[src/rtl/rtc_bus_pkg.sv]
// -----------------------------------------------------------------------------
// rtc_bus_pkg
// Shared definitions for the RTC multiplexed-bus cycle generator:
//   - bus-cycle state encoding (localparams plus the enum built on them)
//   - default setup / strobe / hold phase lengths
//   - RTC register address map
//   - max3() helper used to size the phase counter
// -----------------------------------------------------------------------------
package rtc_bus_pkg;

    // State encoding
    localparam logic [2:0] ENC_IDLE  = 3'd0;
    localparam logic [2:0] ENC_A_SET = 3'd1;
    localparam logic [2:0] ENC_A_STB = 3'd2;
    localparam logic [2:0] ENC_A_HLD = 3'd3;
    localparam logic [2:0] ENC_D_SET = 3'd4;
    localparam logic [2:0] ENC_D_STB = 3'd5;
    localparam logic [2:0] ENC_D_HLD = 3'd6;
    localparam logic [2:0] ENC_DONE  = 3'd7;

    typedef enum logic [2:0] {
        S_IDLE  = ENC_IDLE,
        S_A_SET = ENC_A_SET,
        S_A_STB = ENC_A_STB,
        S_A_HLD = ENC_A_HLD,
        S_D_SET = ENC_D_SET,
        S_D_STB = ENC_D_STB,
        S_D_HLD = ENC_D_HLD,
        S_DONE  = ENC_DONE
    } state_e;

    // Default phase lengths in clock cycles
    localparam int DEF_T_SU  = 2;
    localparam int DEF_T_PW  = 4;
    localparam int DEF_T_HLD = 2;

    // RTC register map
    localparam logic [7:0] REG_SECONDS = 8'h21;
    localparam logic [7:0] REG_MINUTES = 8'h22;
    localparam logic [7:0] REG_HOURS   = 8'h23;
    localparam logic [7:0] REG_DAY     = 8'h24;
    localparam logic [7:0] REG_MONTH   = 8'h25;
    localparam logic [7:0] REG_YEAR    = 8'h26;
    localparam logic [7:0] REG_CMD     = 8'hF0;
    localparam logic [7:0] REG_XFER    = 8'hF1;

    function automatic int max3(input int a, input int b, input int c);
        int m;
        m = (a > b) ? a : b;
        return (m > c) ? m : c;
    endfunction

endpackage

[src/rtl/rtc_phase_timer.sv]
// -----------------------------------------------------------------------------
// rtc_phase_timer
// Loadable down-counter that times one bus-cycle phase. Loading value N makes
// `expired` rise N cycles later; the counter then rests at zero.
// Ports:
//   clk      in   system clock
//   reset    in   synchronous, active-high reset (counter -> 0)
//   load     in   load `value` on this edge (takes priority over counting)
//   value    in   phase length minus one
//   expired  out  counter is zero: current cycle is the last of the phase
// -----------------------------------------------------------------------------
module rtc_phase_timer #(
    parameter int WIDTH = 3
) (
    input  logic             clk,
    input  logic             reset,
    input  logic             load,
    input  logic [WIDTH-1:0] value,
    output logic             expired
);

    logic [WIDTH-1:0] r_count;

    // NOTE: sequential state is always updated with non-blocking assignments so
    // every register samples the pre-edge values of its neighbours.
    always_ff @(posedge clk) begin
        if (reset) begin
            r_count <= '0;
        end else if (load) begin
            r_count <= value;
        end else if (r_count != '0) begin
            r_count <= r_count - WIDTH'(1);
        end
    end

    assign expired = (r_count == '0);

endmodule

[src/rtl/rtc_bus_cycle.sv]
// -----------------------------------------------------------------------------
// rtc_bus_cycle
// Bus-cycle generator for the RTC multiplexed address/data port. Accepts one
// register transaction (command, address, data) and plays it out as an address
// phase followed by a data phase, each with setup / strobe / hold timing.
//
// Build option: define RTC_BUS_READ_EN to support read transactions. Without
// it every transaction is a write, `rd` never asserts, `rdata` is 0x00 and
// `ad_in` is ignored.
//
// Ports:
//   clk, reset      in   system clock, synchronous active-high reset
//   start           in   transaction request, honoured only when not busy
//   wr_op           in   1 = write, 0 = read
//   addr, wdata     in   register address and write data
//   busy            out  transaction in progress (address/data phases)
//   done            out  one-cycle completion pulse
//   rdata           out  last byte read
//   a_d             out  0 = address phase, 1 = data phase
//   cs, rd, wr      out  active-low chip strobes
//   ad_out, ad_oe   out  AD bus drive value and tri-state enable (1 = drive)
//   ad_in           in   AD bus sampled value
// All outputs come straight from registers.
// -----------------------------------------------------------------------------
module rtc_bus_cycle
    import rtc_bus_pkg::*;
#(
    parameter int T_SU  = DEF_T_SU,
    parameter int T_PW  = DEF_T_PW,
    parameter int T_HLD = DEF_T_HLD
) (
    input  logic       clk,
    input  logic       reset,
    input  logic       start,
    input  logic       wr_op,
    input  logic [7:0] addr,
    input  logic [7:0] wdata,
    output logic       busy,
    output logic       done,
    output logic [7:0] rdata,
    output logic       a_d,
    output logic       cs,
    output logic       rd,
    output logic       wr,
    output logic [7:0] ad_out,
    output logic       ad_oe,
    input  logic [7:0] ad_in
);

    localparam int CW = $clog2(max3(T_SU, T_PW, T_HLD) + 1);
    localparam logic [CW-1:0] L_SU  = CW'(T_SU - 1);
    localparam logic [CW-1:0] L_PW  = CW'(T_PW - 1);
    localparam logic [CW-1:0] L_HLD = CW'(T_HLD - 1);

    state_e          r_state, w_state_n;
    logic [7:0]      r_addr, r_wdata;
    logic            w_capture;
    logic            w_load;
    logic [CW-1:0]   w_load_val;
    logic            w_expired;

    // Transaction fields as they will be seen in the next state; on a capture
    // edge these are the live inputs, otherwise the latched copies.
    logic [7:0]      w_addr_n, w_wdata_n;
    logic            w_is_read_n;

    // Next-cycle output values, registered below
    logic            w_busy, w_done, w_a_d, w_cs, w_rd, w_wr, w_ad_oe;
    logic [7:0]      w_ad_out;
    logic            r_busy, r_done, r_a_d, r_cs, r_rd, r_wr, r_ad_oe;
    logic [7:0]      r_ad_out;

    rtc_phase_timer #(.WIDTH(CW)) u_timer (
        .clk     (clk),
        .reset   (reset),
        .load    (w_load),
        .value   (w_load_val),
        .expired (w_expired)
    );

    // Next-state logic. Every timed state loads the counter for the state it
    // enters, so the counter always describes the current phase.
    // NOTE: every signal driven here gets a default first, so no path through
    // the case statement can leave one unassigned and infer a latch.
    always_comb begin
        w_state_n  = r_state;
        w_capture  = 1'b0;
        w_load     = 1'b0;
        w_load_val = '0;
        unique case (r_state)
            S_IDLE, S_DONE: begin
                if (start) begin
                    w_state_n  = S_A_SET;
                    w_capture  = 1'b1;
                    w_load     = 1'b1;
                    w_load_val = L_SU;
                end else begin
                    w_state_n  = S_IDLE;
                end
            end
            S_A_SET: if (w_expired) begin
                w_state_n = S_A_STB; w_load = 1'b1; w_load_val = L_PW;
            end
            S_A_STB: if (w_expired) begin
                w_state_n = S_A_HLD; w_load = 1'b1; w_load_val = L_HLD;
            end
            S_A_HLD: if (w_expired) begin
                w_state_n = S_D_SET; w_load = 1'b1; w_load_val = L_SU;
            end
            S_D_SET: if (w_expired) begin
                w_state_n = S_D_STB; w_load = 1'b1; w_load_val = L_PW;
            end
            S_D_STB: if (w_expired) begin
                w_state_n = S_D_HLD; w_load = 1'b1; w_load_val = L_HLD;
            end
            S_D_HLD: if (w_expired) begin
                w_state_n = S_DONE;
            end
            default: w_state_n = S_IDLE;
        endcase
    end

    assign w_addr_n  = w_capture ? addr  : r_addr;
    assign w_wdata_n = w_capture ? wdata : r_wdata;

`ifdef RTC_BUS_READ_EN
    logic       r_is_read;
    logic [7:0] r_rdata;

    assign w_is_read_n = w_capture ? ~wr_op : r_is_read;

    // Read data is taken on the last strobe-low cycle of the data phase.
    always_ff @(posedge clk) begin
        if (reset) begin
            r_is_read <= 1'b0;
            r_rdata   <= 8'h00;
        end else begin
            if (w_capture) begin
                r_is_read <= ~wr_op;
            end
            if (r_state == S_D_STB && w_expired && r_is_read) begin
                r_rdata <= ad_in;
            end
        end
    end

    assign rdata = r_rdata;
`else
    logic w_unused_read_inputs;

    assign w_is_read_n          = 1'b0;
    assign w_unused_read_inputs = ^{wr_op, ad_in};
    assign rdata                = 8'h00;
`endif

    // Output decode for the state about to be entered; registering it makes
    // the pins change on the same edge as the state.
    always_comb begin
        w_busy   = 1'b0;
        w_done   = 1'b0;
        w_a_d    = 1'b1;
        w_cs     = 1'b1;
        w_rd     = 1'b1;
        w_wr     = 1'b1;
        w_ad_oe  = 1'b0;
        w_ad_out = 8'h00;
        unique case (w_state_n)
            S_A_SET, S_A_STB, S_A_HLD: begin
                w_busy   = 1'b1;
                w_a_d    = 1'b0;
                w_ad_oe  = 1'b1;
                w_ad_out = w_addr_n;
                // The address is always latched into the chip with a write strobe.
                if (w_state_n == S_A_STB) begin
                    w_cs = 1'b0;
                    w_wr = 1'b0;
                end
            end
            S_D_SET, S_D_STB, S_D_HLD: begin
                w_busy = 1'b1;
                if (!w_is_read_n) begin
                    w_ad_oe  = 1'b1;
                    w_ad_out = w_wdata_n;
                end
                if (w_state_n == S_D_STB) begin
                    w_cs = 1'b0;
                    if (w_is_read_n) w_rd = 1'b0;
                    else             w_wr = 1'b0;
                end
            end
            S_DONE: w_done = 1'b1;
            default: ;
        endcase
    end

    always_ff @(posedge clk) begin
        if (reset) begin
            r_state  <= S_IDLE;
            r_addr   <= 8'h00;
            r_wdata  <= 8'h00;
            r_busy   <= 1'b0;
            r_done   <= 1'b0;
            r_a_d    <= 1'b1;
            r_cs     <= 1'b1;
            r_rd     <= 1'b1;
            r_wr     <= 1'b1;
            r_ad_oe  <= 1'b0;
            r_ad_out <= 8'h00;
        end else begin
            r_state  <= w_state_n;
            r_addr   <= w_addr_n;
            r_wdata  <= w_wdata_n;
            r_busy   <= w_busy;
            r_done   <= w_done;
            r_a_d    <= w_a_d;
            r_cs     <= w_cs;
            r_rd     <= w_rd;
            r_wr     <= w_wr;
            r_ad_oe  <= w_ad_oe;
            r_ad_out <= w_ad_out;
        end
    end

    assign busy   = r_busy;
    assign done   = r_done;
    assign a_d    = r_a_d;
    assign cs     = r_cs;
    assign rd     = r_rd;
    assign wr     = r_wr;
    assign ad_oe  = r_ad_oe;
    assign ad_out = r_ad_out;

endmodule

[config.mk]
export PLATFORM = sky130hd
export DESIGN_NAME = rtc_bus_cycle
export DESIGN_NICKNAME = d
export VERILOG_FILES = /design/src/rtl/rtc_bus_pkg.sv /design/src/rtl/rtc_phase_timer.sv /design/src/rtl/rtc_bus_cycle.sv
export SDC_FILE = /design/constraint.sdc
export NUM_CORES = 1
export LEC_CHECK = 0
export CORE_MARGIN = 2
export CORE_UTILIZATION = 43
export DETAILED_ROUTE_END_ITERATION = 10
export GPL_TIMING_DRIVEN = 0
export PLACE_DENSITY = 0.83
export SYNTH_ARGS = -nofsm -noshare
export SYNTH_HDL_FRONTEND = slang
export SYNTH_SLANG_ARGS = --single-unit
[constraint.sdc]
create_clock -name clk -period 1.7 [get_ports clk]
set_input_delay 0.34 -clock clk [delete_from_list [all_inputs] [get_ports clk]]
set_output_delay 0.34 -clock clk [all_outputs]
set_load 0.02 [all_outputs]
==> summary.md <==
| Metric | Value |
|---|---|
| Peak per-stage delay on the critical path | 0.40 ns |
| Crit path launch type | flip-flop |
| Period minus WS final | 1.673 ns |
| Vias per cell | 5.730 |
| Delay-heaviest family, CP | simple AND/OR/NAND/NOR gates |
| Clock transition at path regs | 0.07 ns |
| Post-CTS Hold Buffers | 0 |
| CTS H-tree lvls | 2 |
| Die area | 0.004962 mm^2 |
| IO Pins | 51 |
| Slowest stage cell on the critical path | or3_4 |
| Setup CP Type | reg -> reg |
| Sequential area share after synthesis | 35.86% |
| Required time worst endpoint | 1.92 ns |
| Routed Antenna Nets | 0 |
| Die W | 70.44 um |
| Total congestion overflow | 0 |
| Antenna violations before repair | 0 |
| CTS tree | built |
| Gr usage total | 20.37% |
| Smallest hold slack | 0.5041 ns |
| Skew final | 0.005822 ns |
| Status | complete, no violations |
| Root Buffer | clkbuf_8 |
| Top-count cell post-synth | dfxtp_1 |
| Main synth FF type | dfxtp_1 |
| Max Root-Sink Buffers | 2 |
| Worst-Skew Late Latency | 0.30 ns |
| Buffers & Inverters on Critical Path | 2 |
| Vias in the first global route | 1676 |
| Final cell count without fillers | 318 |
| Cells after synthesis | 221 |
| Number of I/O port buffers | 31 |
| Crit Path Max Fanout | 8 |
| Power Density | 1761 mW/mm^2 |
| Final period util | 98.38% |
| Drt pass-1 iters | 4 |
| Critical Path End Type | flip-flop |
| Distinct cells, synth | 42 |
| Post-DP HPWL | 3428 um |
| Flops & latches, synth | 34 |
| Num Clock Sinks | 34 |
| DRT iter0 DRCs | 158 |
| Maximum clock frequency | 597.9 MHz |
| Nets | 295 |
| Syn. warnings | 0 |
| Total number of vias | 1822 |
| Mapped Avg Cell Area | 8.589 um^2 |
| CP Cell Sequence | inv_2 -> ha_2 -> nand2b_1 -> buf_2 -> or3_4 -> a21bo_4 -> o2bb2ai_1 |
| Core area | 0.004294 mm^2 |
| Number of synthesized flops with an enable pin | 0 |
| Ranking of synthesized cells by area | dfxtp_1 36%, nor2_1 6.1%, buf_4 4.7% |
| Share of cells above drive strength 1 | 18.80% |
| Placed cells | 311 |
| Row Count | 24 |
| Initial Util | 44.20% |
| # diodes | 0 |
| Final Max Tran Viols | 0 |
| WL final | 5013 um |
| Maxcap violations | 0 |
| DRC viols | 0 |
| Top-area cell type share of the netlist area | 35.86% |
| Asr flop ratio synth | 0% |
| Post-synth top cells | 34 x dfxtp_1, 31 x nor2_1, 12 x buf_2, 12 x buf_4 |
| Global placer's final weighted congestion | 0.8802 |
| First-pass GRT wire length | 8052 um |
| Wire length per cell | 15.76 um |
| Die Span Y | 70.44 um |
| Largest net degree at the start of global routing | 12 |
| Arrival time worst endpoint | 1.89 ns |
| Lkg Pwr | 1.021 nW |
| Synth area leader | dfxtp_1 |
| CTS buffer count | 5 |
| RSZ-0062 raised after global routing | true |
| Final hold violation count | 0 |
| Cell area after synthesis | 0.001898 mm^2 |
| Worst min-delay path category | reg -> reg |
| Final setup fails | 0 |
| Maximum vdd ir drop | 0.0009485 V |
| Synth-to-layout area growth | 30.65% |
==> worst paths after layout <==
path	start	end	slack [ns]	cells after the start
max	u_timer.r_count[0]$_SDFFE_PP0P_	ad_out[2]$_SDFF_PP0_	0.03	7
min	u_timer.r_count[0]$_SDFFE_PP0P_	u_timer.r_count[0]$_SDFFE_PP0P_	0.50	2
max reg2reg	u_timer.r_count[0]$_SDFFE_PP0P_	ad_out[2]$_SDFF_PP0_	0.03	7
min reg2reg	u_timer.r_count[0]$_SDFFE_PP0P_	u_timer.r_count[0]$_SDFFE_PP0P_	0.50	2
==> cells by family after synthesis <==
family	Yosys count	synth area share (%)
compound gates	73	29.60
xor+xnor	1	0.4615
fa+ha+maj	2	1.318
buf+inv	39	11.73
flops	34	35.86
mux	1	0.5274
other cells	2	0.3957
simple gates	69	20.11
==> flip-flops by register name, summed over array words and instances, names as in the netlist <==
name             count
ad_oe                1
wr                   1
a_d                  1
u_timer.r_count      3
r_wdata              8
done                 1
r_addr               8
r_state              3
ad_out               8
==> worst register-to-register path, cell delays in order (launching register included) <==
cell       delay, ns
dfxtp_1         0.33
inv_2           0.07
ha_2            0.19
nand2b_1        0.05
buf_2           0.17
or3_4           0.40
a21bo_4         0.26
o2bb2ai_1       0.14
==> layout by cell type (no fill, tap or decap), types with 3 or more instances in the layout <==
| cell | instances |
|---|---|
| o2bb2ai_1 | 8 |
| a22oi_1 | 9 |
| buf_4 | 13 |
| o211ai_2 | 7 |
| conb_1 | 9 |
| clkbuf_1 | 3 |
| buf_6 | 3 |
| and4b_1 | 8 |
| a21oi_1 | 8 |
| nand2_1 | 6 |
| o21ai_0 | 10 |
| or3_1 | 10 |
| dfxtp_1 | 34 |
| o21bai_1 | 8 |
| buf_2 | 7 |
| clkbuf_2 | 3 |
| a211oi_1 | 7 |
| clkdlybuf4s50_1 | 30 |
| nor2_1 | 31 |
| clkbuf_8 | 6 |
| inv_1 | 5 |
==> layout make-up <==
cell class	instances	area, um^2
fill	367	1814
clock buffer	6	82.58
inverter	6	22.52
buffer	32	211.5
timing repair buffer	31	309.0
multi-input combinational	155	1049
sequential	34	680.7
tap	52	65.06
clock inverter	2	60.06
==> power breakdown <==
| group | internal (W) | switching, W | leakage (nW) |
|---|---|---|---|
| clock | 0.000625 | 0.000305 | 0.0714 |
| combinational | 0.000968 | 0.00126 | 0.669 |
| sequential | 0.00108 | 0.000138 | 0.281 |
| total | 0.00267 | 0.00170 | 1.02 |
==> per-stage QoR <==
step | util (%) | power, W | worst slack, ns | instance area [um^2] | setup TNS (ns)
2_1_floorplan | - | 0.002713 | 0.1036 | 1924 | 0
3_3_place_gp | 53.55 | 0.003281 | -0.5311 | 2300 | -8.612
3_5_place_dp | 53.55 | 0.003334 | -0.5484 | 2300 | -9.624
4_1_cts | 57.40 | 0.004310 | 0.002659 | 2465 | 0
5_1_grt | 57.75 | 0.004618 | -0.01082 | 2480 | -0.02092
6_report | 57.75 | 0.004368 | 0.02746 | 2480 | 0
==> routing by layer <==
layer  global-route usage (%)  routed length, um
met1                    28.33               2247
met2                    30.61               2258
met3                    5.195                445
met4                    6.838                 61
met5                        0                  0
==> what timing repair did <==
action | CTS | global route
setup endpoints to repair | 11 | 12
setup buffers | 0 | 0
pin swaps | 1 | 1
resized for setup | 10 | 9
(Power assumes the default switching activity.)
